### src/rtl/mc_pkg.sv
// Shared encodings for the multi-cycle MIPS control unit: FSM states,
// opcode/funct fields, ALU opcodes, mux selects and instruction classes.
package mc_pkg;

  typedef enum logic [2:0] {
    ST_FETCH  = 3'd0,
    ST_DECODE = 3'd1,
    ST_EXEC   = 3'd2,
    ST_MEM    = 3'd3,
    ST_WB     = 3'd4
  } state_e;

  typedef enum logic [2:0] {
    CLS_RTYPE = 3'd0,
    CLS_ORI   = 3'd1,
    CLS_LUI   = 3'd2,
    CLS_LW    = 3'd3,
    CLS_SW    = 3'd4,
    CLS_BEQ   = 3'd5,
    CLS_J     = 3'd6,
    CLS_NOP   = 3'd7
  } instr_class_e;

  localparam logic [5:0] OP_SPECIAL = 6'b000000;
  localparam logic [5:0] OP_J       = 6'b000010;
  localparam logic [5:0] OP_BEQ     = 6'b000100;
  localparam logic [5:0] OP_ORI     = 6'b001101;
  localparam logic [5:0] OP_LUI     = 6'b001111;
  localparam logic [5:0] OP_LW      = 6'b100011;
  localparam logic [5:0] OP_SW      = 6'b101011;

  localparam logic [5:0] FN_SLL  = 6'b000000;
  localparam logic [5:0] FN_SRL  = 6'b000010;
  localparam logic [5:0] FN_SRA  = 6'b000011;
  localparam logic [5:0] FN_SLLV = 6'b000100;
  localparam logic [5:0] FN_SRLV = 6'b000110;
  localparam logic [5:0] FN_SRAV = 6'b000111;
  localparam logic [5:0] FN_ADD  = 6'b100000;
  localparam logic [5:0] FN_ADDU = 6'b100001;
  localparam logic [5:0] FN_SUB  = 6'b100010;
  localparam logic [5:0] FN_SUBU = 6'b100011;
  localparam logic [5:0] FN_AND  = 6'b100100;
  localparam logic [5:0] FN_OR   = 6'b100101;
  localparam logic [5:0] FN_XOR  = 6'b100110;
  localparam logic [5:0] FN_NOR  = 6'b100111;

  localparam logic [3:0] ALU_ADDU = 4'b0000;
  localparam logic [3:0] ALU_ADD  = 4'b1001;
  localparam logic [3:0] ALU_SUBU = 4'b1000;
  localparam logic [3:0] ALU_SUB  = 4'b0100;
  localparam logic [3:0] ALU_AND  = 4'b0001;
  localparam logic [3:0] ALU_OR   = 4'b0101;
  localparam logic [3:0] ALU_XOR  = 4'b0010;
  localparam logic [3:0] ALU_NOR  = 4'b1110;
  localparam logic [3:0] ALU_SLL  = 4'b0011;
  localparam logic [3:0] ALU_SRL  = 4'b0111;
  localparam logic [3:0] ALU_SRA  = 4'b1111;
  localparam logic [3:0] ALU_LUI  = 4'b0110;

  localparam logic [1:0] PC_SRC_SEQ    = 2'd0;
  localparam logic [1:0] PC_SRC_BRANCH = 2'd1;
  localparam logic [1:0] PC_SRC_JUMP   = 2'd2;

  localparam logic [1:0] SRC_B_RT   = 2'd0;
  localparam logic [1:0] SRC_B_SIMM = 2'd1;
  localparam logic [1:0] SRC_B_ZIMM = 2'd2;

endpackage

### src/rtl/mc_decode.sv
// Combinational instruction decoder: classifies the IR and produces the
// EXEC-stage ALU controls plus the writeback destination select.
module mc_decode
  import mc_pkg::*;
(
  input  logic [31:0] instr,
  output logic [2:0]  instr_class,
  output logic [3:0]  alu_op,
  output logic        alu_src_a,
  output logic [1:0]  alu_src_b,
  output logic        reg_dst,
  output logic        is_ovf_op
);

  logic [5:0] op;
  logic [5:0] funct;
  logic       unused_fields;

  assign op            = instr[31:26];
  assign funct         = instr[5:0];
  assign unused_fields = ^instr[25:6];

  always_comb begin
    instr_class = CLS_NOP;
    alu_op      = ALU_ADDU;
    alu_src_a   = 1'b0;
    alu_src_b   = SRC_B_RT;
    reg_dst     = 1'b0;
    is_ovf_op   = 1'b0;
    case (op)
      OP_SPECIAL: begin
        instr_class = CLS_RTYPE;
        reg_dst     = 1'b1;
        case (funct)
          FN_ADDU: alu_op = ALU_ADDU;
          FN_ADD:  begin alu_op = ALU_ADD; is_ovf_op = 1'b1; end
          FN_SUBU: alu_op = ALU_SUBU;
          FN_SUB:  begin alu_op = ALU_SUB; is_ovf_op = 1'b1; end
          FN_AND:  alu_op = ALU_AND;
          FN_OR:   alu_op = ALU_OR;
          FN_XOR:  alu_op = ALU_XOR;
          FN_NOR:  alu_op = ALU_NOR;
          FN_SLL:  begin alu_op = ALU_SLL; alu_src_a = 1'b1; end
          FN_SRL:  begin alu_op = ALU_SRL; alu_src_a = 1'b1; end
          FN_SRA:  begin alu_op = ALU_SRA; alu_src_a = 1'b1; end
          FN_SLLV: alu_op = ALU_SLL;
          FN_SRLV: alu_op = ALU_SRL;
          FN_SRAV: alu_op = ALU_SRA;
          default: begin instr_class = CLS_NOP; reg_dst = 1'b0; end
        endcase
      end
      OP_ORI: begin
        instr_class = CLS_ORI;
        alu_op      = ALU_OR;
        alu_src_b   = SRC_B_ZIMM;
      end
      OP_LUI: begin
        instr_class = CLS_LUI;
        alu_op      = ALU_LUI;
        alu_src_b   = SRC_B_SIMM;
      end
      OP_LW: begin
        instr_class = CLS_LW;
        alu_src_b   = SRC_B_SIMM;
      end
      OP_SW: begin
        instr_class = CLS_SW;
        alu_src_b   = SRC_B_SIMM;
      end
      OP_BEQ: begin
        instr_class = CLS_BEQ;
        alu_op      = ALU_SUBU;
      end
      OP_J:    instr_class = CLS_J;
      default: instr_class = CLS_NOP;
    endcase
  end

endmodule

### src/rtl/mc_ctrl.sv
// Multi-cycle control FSM: sequences FETCH/DECODE/EXEC/MEM/WB, suppresses
// overflowing signed results at writeback and counts retired instructions.
module mc_ctrl
  import mc_pkg::*;
#(
  parameter int CNT_W = 32
) (
  input  logic             clk,
  input  logic             reset,
  input  logic [31:0]      instr,
  input  logic             zero,
  input  logic             overflow,
  output logic             pc_we,
  output logic [1:0]       pc_src,
  output logic             ir_we,
  output logic [3:0]       alu_op,
  output logic             alu_src_a,
  output logic [1:0]       alu_src_b,
  output logic             mem_we,
  output logic             reg_we,
  output logic             reg_dst,
  output logic             wd_src,
  output logic [2:0]       state,
  output logic [CNT_W-1:0] retired
);

  state_e            state_q, state_d;
  logic              ov_q, ov_d;
  logic [CNT_W-1:0]  retired_q, retired_d;

  logic [2:0]        dec_class_raw;
  instr_class_e      dec_class;
  logic [3:0]        dec_alu_op;
  logic              dec_src_a;
  logic [1:0]        dec_src_b;
  logic              dec_reg_dst;
  logic              dec_ovf_op;

  mc_decode u_decode (
    .instr       (instr),
    .instr_class (dec_class_raw),
    .alu_op      (dec_alu_op),
    .alu_src_a   (dec_src_a),
    .alu_src_b   (dec_src_b),
    .reg_dst     (dec_reg_dst),
    .is_ovf_op   (dec_ovf_op)
  );

  assign dec_class = instr_class_e'(dec_class_raw);
  assign state     = state_q;
  assign retired   = retired_q;

  always_comb begin
    state_d   = state_q;
    ov_d      = ov_q;
    retired_d = retired_q;
    pc_we     = 1'b0;
    pc_src    = PC_SRC_SEQ;
    ir_we     = 1'b0;
    alu_op    = ALU_ADDU;
    alu_src_a = 1'b0;
    alu_src_b = SRC_B_RT;
    mem_we    = 1'b0;
    reg_we    = 1'b0;
    reg_dst   = 1'b0;
    wd_src    = 1'b0;

    case (state_q)
      ST_FETCH: begin
        ir_we   = 1'b1;
        pc_we   = 1'b1;
        state_d = ST_DECODE;
      end
      ST_DECODE: begin
        if (dec_class == CLS_J) begin
          pc_we   = 1'b1;
          pc_src  = PC_SRC_JUMP;
          state_d = ST_FETCH;
        end else if (dec_class == CLS_NOP) begin
          state_d = ST_FETCH;
        end else begin
          state_d = ST_EXEC;
        end
      end
      ST_EXEC: begin
        alu_op    = dec_alu_op;
        alu_src_a = dec_src_a;
        alu_src_b = dec_src_b;
        ov_d      = dec_ovf_op & overflow;
        if (dec_class == CLS_BEQ) begin
          if (zero) begin
            pc_we  = 1'b1;
            pc_src = PC_SRC_BRANCH;
          end
          state_d = ST_FETCH;
        end else if (dec_class == CLS_LW || dec_class == CLS_SW) begin
          state_d = ST_MEM;
        end else begin
          state_d = ST_WB;
        end
      end
      ST_MEM: begin
        if (dec_class == CLS_LW) begin
          state_d = ST_WB;
        end else begin
          mem_we  = (dec_class == CLS_SW);
          state_d = ST_FETCH;
        end
      end
      ST_WB: begin
        reg_we  = ~ov_q;
        reg_dst = dec_reg_dst;
        wd_src  = (dec_class == CLS_LW);
        state_d = ST_FETCH;
      end
      default: state_d = ST_FETCH;
    endcase

    // Only a completed instruction counts, not recovery from an illegal code.
    if (state_d == ST_FETCH && state_q != ST_FETCH &&
        (state_q == ST_DECODE || state_q == ST_EXEC ||
         state_q == ST_MEM || state_q == ST_WB)) begin
      retired_d = retired_q + CNT_W'(1);
    end

    if (reset) begin
      pc_we  = 1'b0;
      ir_we  = 1'b0;
      mem_we = 1'b0;
      reg_we = 1'b0;
    end
  end

  always_ff @(posedge clk) begin
    if (reset) begin
      state_q   <= ST_FETCH;
      ov_q      <= 1'b0;
      retired_q <= '0;
    end else begin
      state_q   <= state_d;
      ov_q      <= ov_d;
      retired_q <= retired_d;
    end
  end

endmodule
### config.mk
export PLATFORM = sky130hd
export DESIGN_NAME = mc_ctrl
export DESIGN_NICKNAME = d
export VERILOG_FILES = /design/src/rtl/mc_pkg.sv /design/src/rtl/mc_decode.sv /design/src/rtl/mc_ctrl.sv
export SDC_FILE = /design/constraint.sdc
export NUM_CORES = 1
export LEC_CHECK = 0
export CAP_MARGIN = 5
export CORE_UTILIZATION = 35
export CTS_BUF_LIST = sky130_fd_sc_hd__clkbuf_4 sky130_fd_sc_hd__clkbuf_8
export CTS_CLUSTER_DIAMETER = 150
export DETAILED_ROUTE_END_ITERATION = 10
export GPL_ROUTABILITY_DRIVEN = 0
export GPL_TIMING_DRIVEN = 0
export PLACE_DENSITY = 0.67
export SKIP_CTS_REPAIR_TIMING = 1
export SYNTH_ARGS = -nofsm -noshare
export SYNTH_HDL_FRONTEND = slang
export SYNTH_SLANG_ARGS = --single-unit
### constraint.sdc
create_clock -name clk -period 3.75 [get_ports clk]
set_input_delay 1.125 -clock clk [delete_from_list [all_inputs] [get_ports clk]]
set_output_delay 1.125 -clock clk [all_outputs]
set_load 0.1 [all_outputs]
==> qor.csv, run 1 <==
metric,value,unit
status,completed,
route.vias.total,2446,
rows,28,
setup_viol,0,
drc,0,
clk_pin_slew,70,ps
grt_setup_unrepaired,no,
p_per_area,257.0,nW/um^2
synth_common_cells,"dfxtp_1, nand2_1, nor2_1, a21oi_1, nand3_1",
p_total,0.0008364,W
ys_seq_area_frac,0.3312,
synth_nets,328,
syn2layout_area_growth,49.57,%
io-pin-count,86,
drv_cap,0,
ys_warn_count,0,
endpoint_kind,output pin,
skew,2.943,ps
critPathMaxFanout,5,
dp_hpwl,4.714,mm
fin_crit,3678,ps
max_stage_delay,540,ps
first_global_vias,2148,
start_kind,input port,
overflow,0,
path_buf_inv,2,
drv_slew,0,
cts_made_buffers,5,
die_y,80.85,um
io_buffer_count,62,
grtUsageTotal,0.2027,
core_area,5956,sq um
final_antenna_net_count,0,
drt_pass1_iterations,4,
max_freq,271.9,MHz
synth_area,2176,sq um
drive_above_1_share,0.1989,
critPathRequiredTime,2620,ps
cts_tree,built,
die-area,6536,sq um
synth_most_common_cell,dfxtp_1,
cts_buffer_depth,2,
drt_iter0_markers,134,
synth_cell_types,42,
cts_root_buf,clkbuf_8,
avgViaCountPerCell,5.534,
routedWlPerCell,14.98,um
path_cells,clkdlybuf4s50_1 > nand2b_1 > nor3_1 > a21o_1 > a21oi_1 > nor2_4 > buf_6,
diodes,0,
ys_seq_elements,36,
routed_wl,6.621,mm
cts_sinks,36,
leakage,1.150,nW
cp.arrival,2550,ps
finalCritPeriodShare,0.9808,
start_util,0.3653,
antenna_found_initial,0,
stdcell_count,442,
fin_tns_setup,0,ps
pre_cts_ws,-1404,ps
synthFlopType,dfxtp_1,
hold_class,reg -> reg,
die_w,80.85,um
worstSetupPathType,in -> out,
htree_levels,2,
grt_pass1_wl,10.36,mm
vdd.ir_drop.worst,181.0,uV
synthCells,291,
synth_edf_count,0,
worst_slew_pin_slew,1022,ps
synth_top_area_share,0.3312,
n_fill_cell,598,
slew_headroom,0.3163,
grt_max_degree,11,
synth_area_per_cell,7.477,sq um
cp_slowest_cell,clkdlybuf4s50_1,
cp_top_family,buffers and inverters,
placed_cells,428,
async_reset_ff_frac,0,
clock_latency,280,ps
hold_viol,0,
fin_nets,403,
synth_top_area_cell,dfxtp_1,
synth.area.top_cells,"dfxtp_1, a21oi_1, nand2_1",
worst_slack,72.13,ps
## tightest hold or removal path: cells and delay by family (launching register included)
kind / cells / cell delay, ps
DFF: 1 / 330
AOI/OAI and AO/OA: 2 / 130
## placed cells by master, fill, tap and decap left out, types with 8 or more instances in the layout
master,netlist,final
o21ai_0,15,15
and3_1,10,8
a21oi_1,26,23
or3_1,12,11
dfxtp_1,36,36
nand4_1,11,11
o31ai_1,8,8
nand2_1,30,28
nor3_1,13,8
nor2_1,30,22
nand3_1,20,19
or4_1,8,8
clkdlybuf4s50_1,0,42
## layer usage
layer,up-vias,global-route usage,routed length [um]
met1,1143,0.2842,3069
met5,-,0,0
li1,1226,-,-
met3,8,0.03034,377
met2,69,0.3202,3088
met4,0,0.05714,86
## path summary, 6_finish.rpt
path,cells after the start,startpoint,slack (ps),end
min reg2reg,2,retired[31]$_SDFFE_PP0P_,490,retired[31]$_SDFFE_PP0P_
max,7,instr[2],70,alu_op[3]
min,2,retired[31]$_SDFFE_PP0P_,490,retired[31]$_SDFFE_PP0P_
max reg2reg,7,state[2]$_SDFF_PP0_,1120,retired[31]$_SDFFE_PP0P_
## final cells by class
class / count / area [sq um] / area share
Inverter: 3 / 11.26 / 0.003460
Sequential cell: 36 / 720.7 / 0.2215
Timing Repair Buffer: 68 / 679.4 / 0.2088
Buffer: 16 / 95.09 / 0.02922
Clock buffer: 8 / 97.59 / 0.02999
Multi-Input combinational cell: 236 / 1556 / 0.4783
Tap cell: 75 / 93.84 / 0.02884
## metrics by stage
stage               instance area (sq um)  hold slack (ps)    util
global placement                     3037            465.6  0.5099
detailed placement                   3037            482.8  0.5099
global route                         3254            526.7  0.5464
finish                               3254            491.2  0.5464
floorplan                            2322            515.0       -
CTS                                  3134            494.6  0.5263
## state kept, by name, indices dropped and copies added, names as in the netlist
name     flops
state        3
retired     32
ov_q         1
## cells by family after synthesis
family / synth area share
and+or+nand+nor: 0.4100
AOI/OAI and AO/OA: 0.1570
adders and majority gates: 0.005750
buffers and inverters: 0.03911
muxes: 0.02070
DFF: 0.3312
xor gates and xnor gates: 0.03623
## power by group
group          internal [W]  switching, W
logic             0.0000468     0.0000984
clock network      0.000164      0.000137
registers          0.000386    0.00000419
Note: power is estimated with default switching activity, not from simulation.
==> run 2, diff against run 1 <==
- CORE_UTILIZATION: 35 -> 45
- PLACE_DENSITY: 0.67 -> 0.82
==> qor.csv, run 2 (synthesis results as in run 1) <==
metric,value,unit
status,completed,
grt_pass1_wl,10.45,mm
grt_setup_unrepaired,no,
hold_class,reg -> reg,
first_global_vias,2282,
diodes,0,
dp_hpwl,4.561,mm
seq_area,720.7,sq um
drive_above_1_share,0.1890,
drt_iter0_markers,152,
die-area,5117,sq um
cts_sinks,36,
slew_headroom,0.3406,
cts_buffer_depth,2,
hold_ws,512.5,ps
vdd.ir_drop.worst,308.6,uV
io_buffer_count,62,
setup_viol,0,
critPathRequiredTime,2620,ps
worstSetupPathType,in -> out,
grt_max_degree,13,
drv_cap,0,
cp.arrival,2560,ps
largest_reg_flops,32,
drc,0,
htree_levels,2,
syn2layout_area_growth,46.00,%
cts_tree,built,
worst_slack,68.06,ps
route.vias.total,2535,
clock_latency,300,ps
cts_made_buffers,5,
overflow,0,
routedWlPerCell,15.59,um
fin_crit,3682,ps
p_per_area,257.0,nW/um^2
drt_pass1_iterations,5,
core_area,4504,sq um
start_kind,input port,
leakage,1.130,nW
clk_pin_slew,90,ps
drv_slew,0,
max_freq,271.6,MHz
pre_cts_ws,-1418,ps
hold_viol,0,
start_util,0.4831,
n_fill_cell,379,
routed_wl,6.501,mm
avgViaCountPerCell,6.079,
rows,24,
skew,14.75,ps
worst_slew_pin_slew,986.0,ps
die_w,71.54,um
finalCritPeriodShare,0.9818,
grtUsageTotal,0.2543,
antenna_found_initial,0,
io-pin-count,86,
fin_nets,401,
critPathMaxFanout,8,
final_common_cell,clkdlybuf4s50_1,
cts_root_buf,clkbuf_8,
endpoint_kind,output pin,
multi_input_area,1546,sq um
final_cell_mix,"clkdlybuf4s50_1, dfxtp_1, nand2_1",
die_y,71.54,um
final_antenna_net_count,0,
==> run 2: area by class of cell <==
type	instances	share of cell area
Inverter	3	0.003545
Timing Repair Buffer	66	0.2048
Sequential cell	36	0.2269
Clock inverter	3	0.005908
Clock buffer	5	0.02166
Buffer	16	0.02993
Tap cell	52	0.02048
Multi-Input combinational cell	236	0.4868
==> run 2: worst max-delay path: stages <==
cell,delay [ps]
dlymetal6s2s_1,210
nor2_4,240
nand4_1,300
nor3_4,200
clkbuf_2,480
==> run 2: metal layers <==
metal | GRT usage | part of all wire | vias to the layer above
met1 | 0.3307 | 0.45 | 1201
li1 | - | - | 1215
met2 | 0.4222 | 0.48 | 109
met3 | 0.05345 | 0.064 | 10
met5 | 0 | 0 | -
met4 | 0.08497 | 0.011 | 0
==> run 2: report_power, final <==
| group | switching [W] | total, W | internal, W |
|---|---|---|---|
| Clock | 0.000154 | 0.000283 | 0.000130 |
| Combinational | 0.0000980 | 0.000143 | 0.0000454 |
| Sequential | 0.00000427 | 0.000390 | 0.000385 |
| Total | 0.000256 | 0.000816 | 0.000560 |
==> run 2: path summary, 6_finish.rpt <==
kind	from	endpoint	slack (ps)	cells past startpoint
min	retired[29]$_SDFFE_PP0P_	retired[29]$_SDFFE_PP0P_	510	2
min reg2reg	retired[29]$_SDFFE_PP0P_	retired[29]$_SDFFE_PP0P_	510	2
max reg2reg	state[2]$_SDFF_PP0_	retired[31]$_SDFFE_PP0P_	1230	7
max	instr[31]	alu_src_b[1]	70	5
==> run 2: through the flow <==
stage	power [W]	instance area, sq um	instances	TNS, ps	utilization
floorplan	0.0004906	2322	291	-1121	-
global placement	0.0005316	3008	405	-15690	0.6678
detailed placement	0.0005330	3008	405	-15880	0.6678
CTS	0.0008117	3095	413	-15920	0.6872
global route	0.0008468	3177	417	0	0.7053
finish	0.0008165	3177	417	0	0.7053
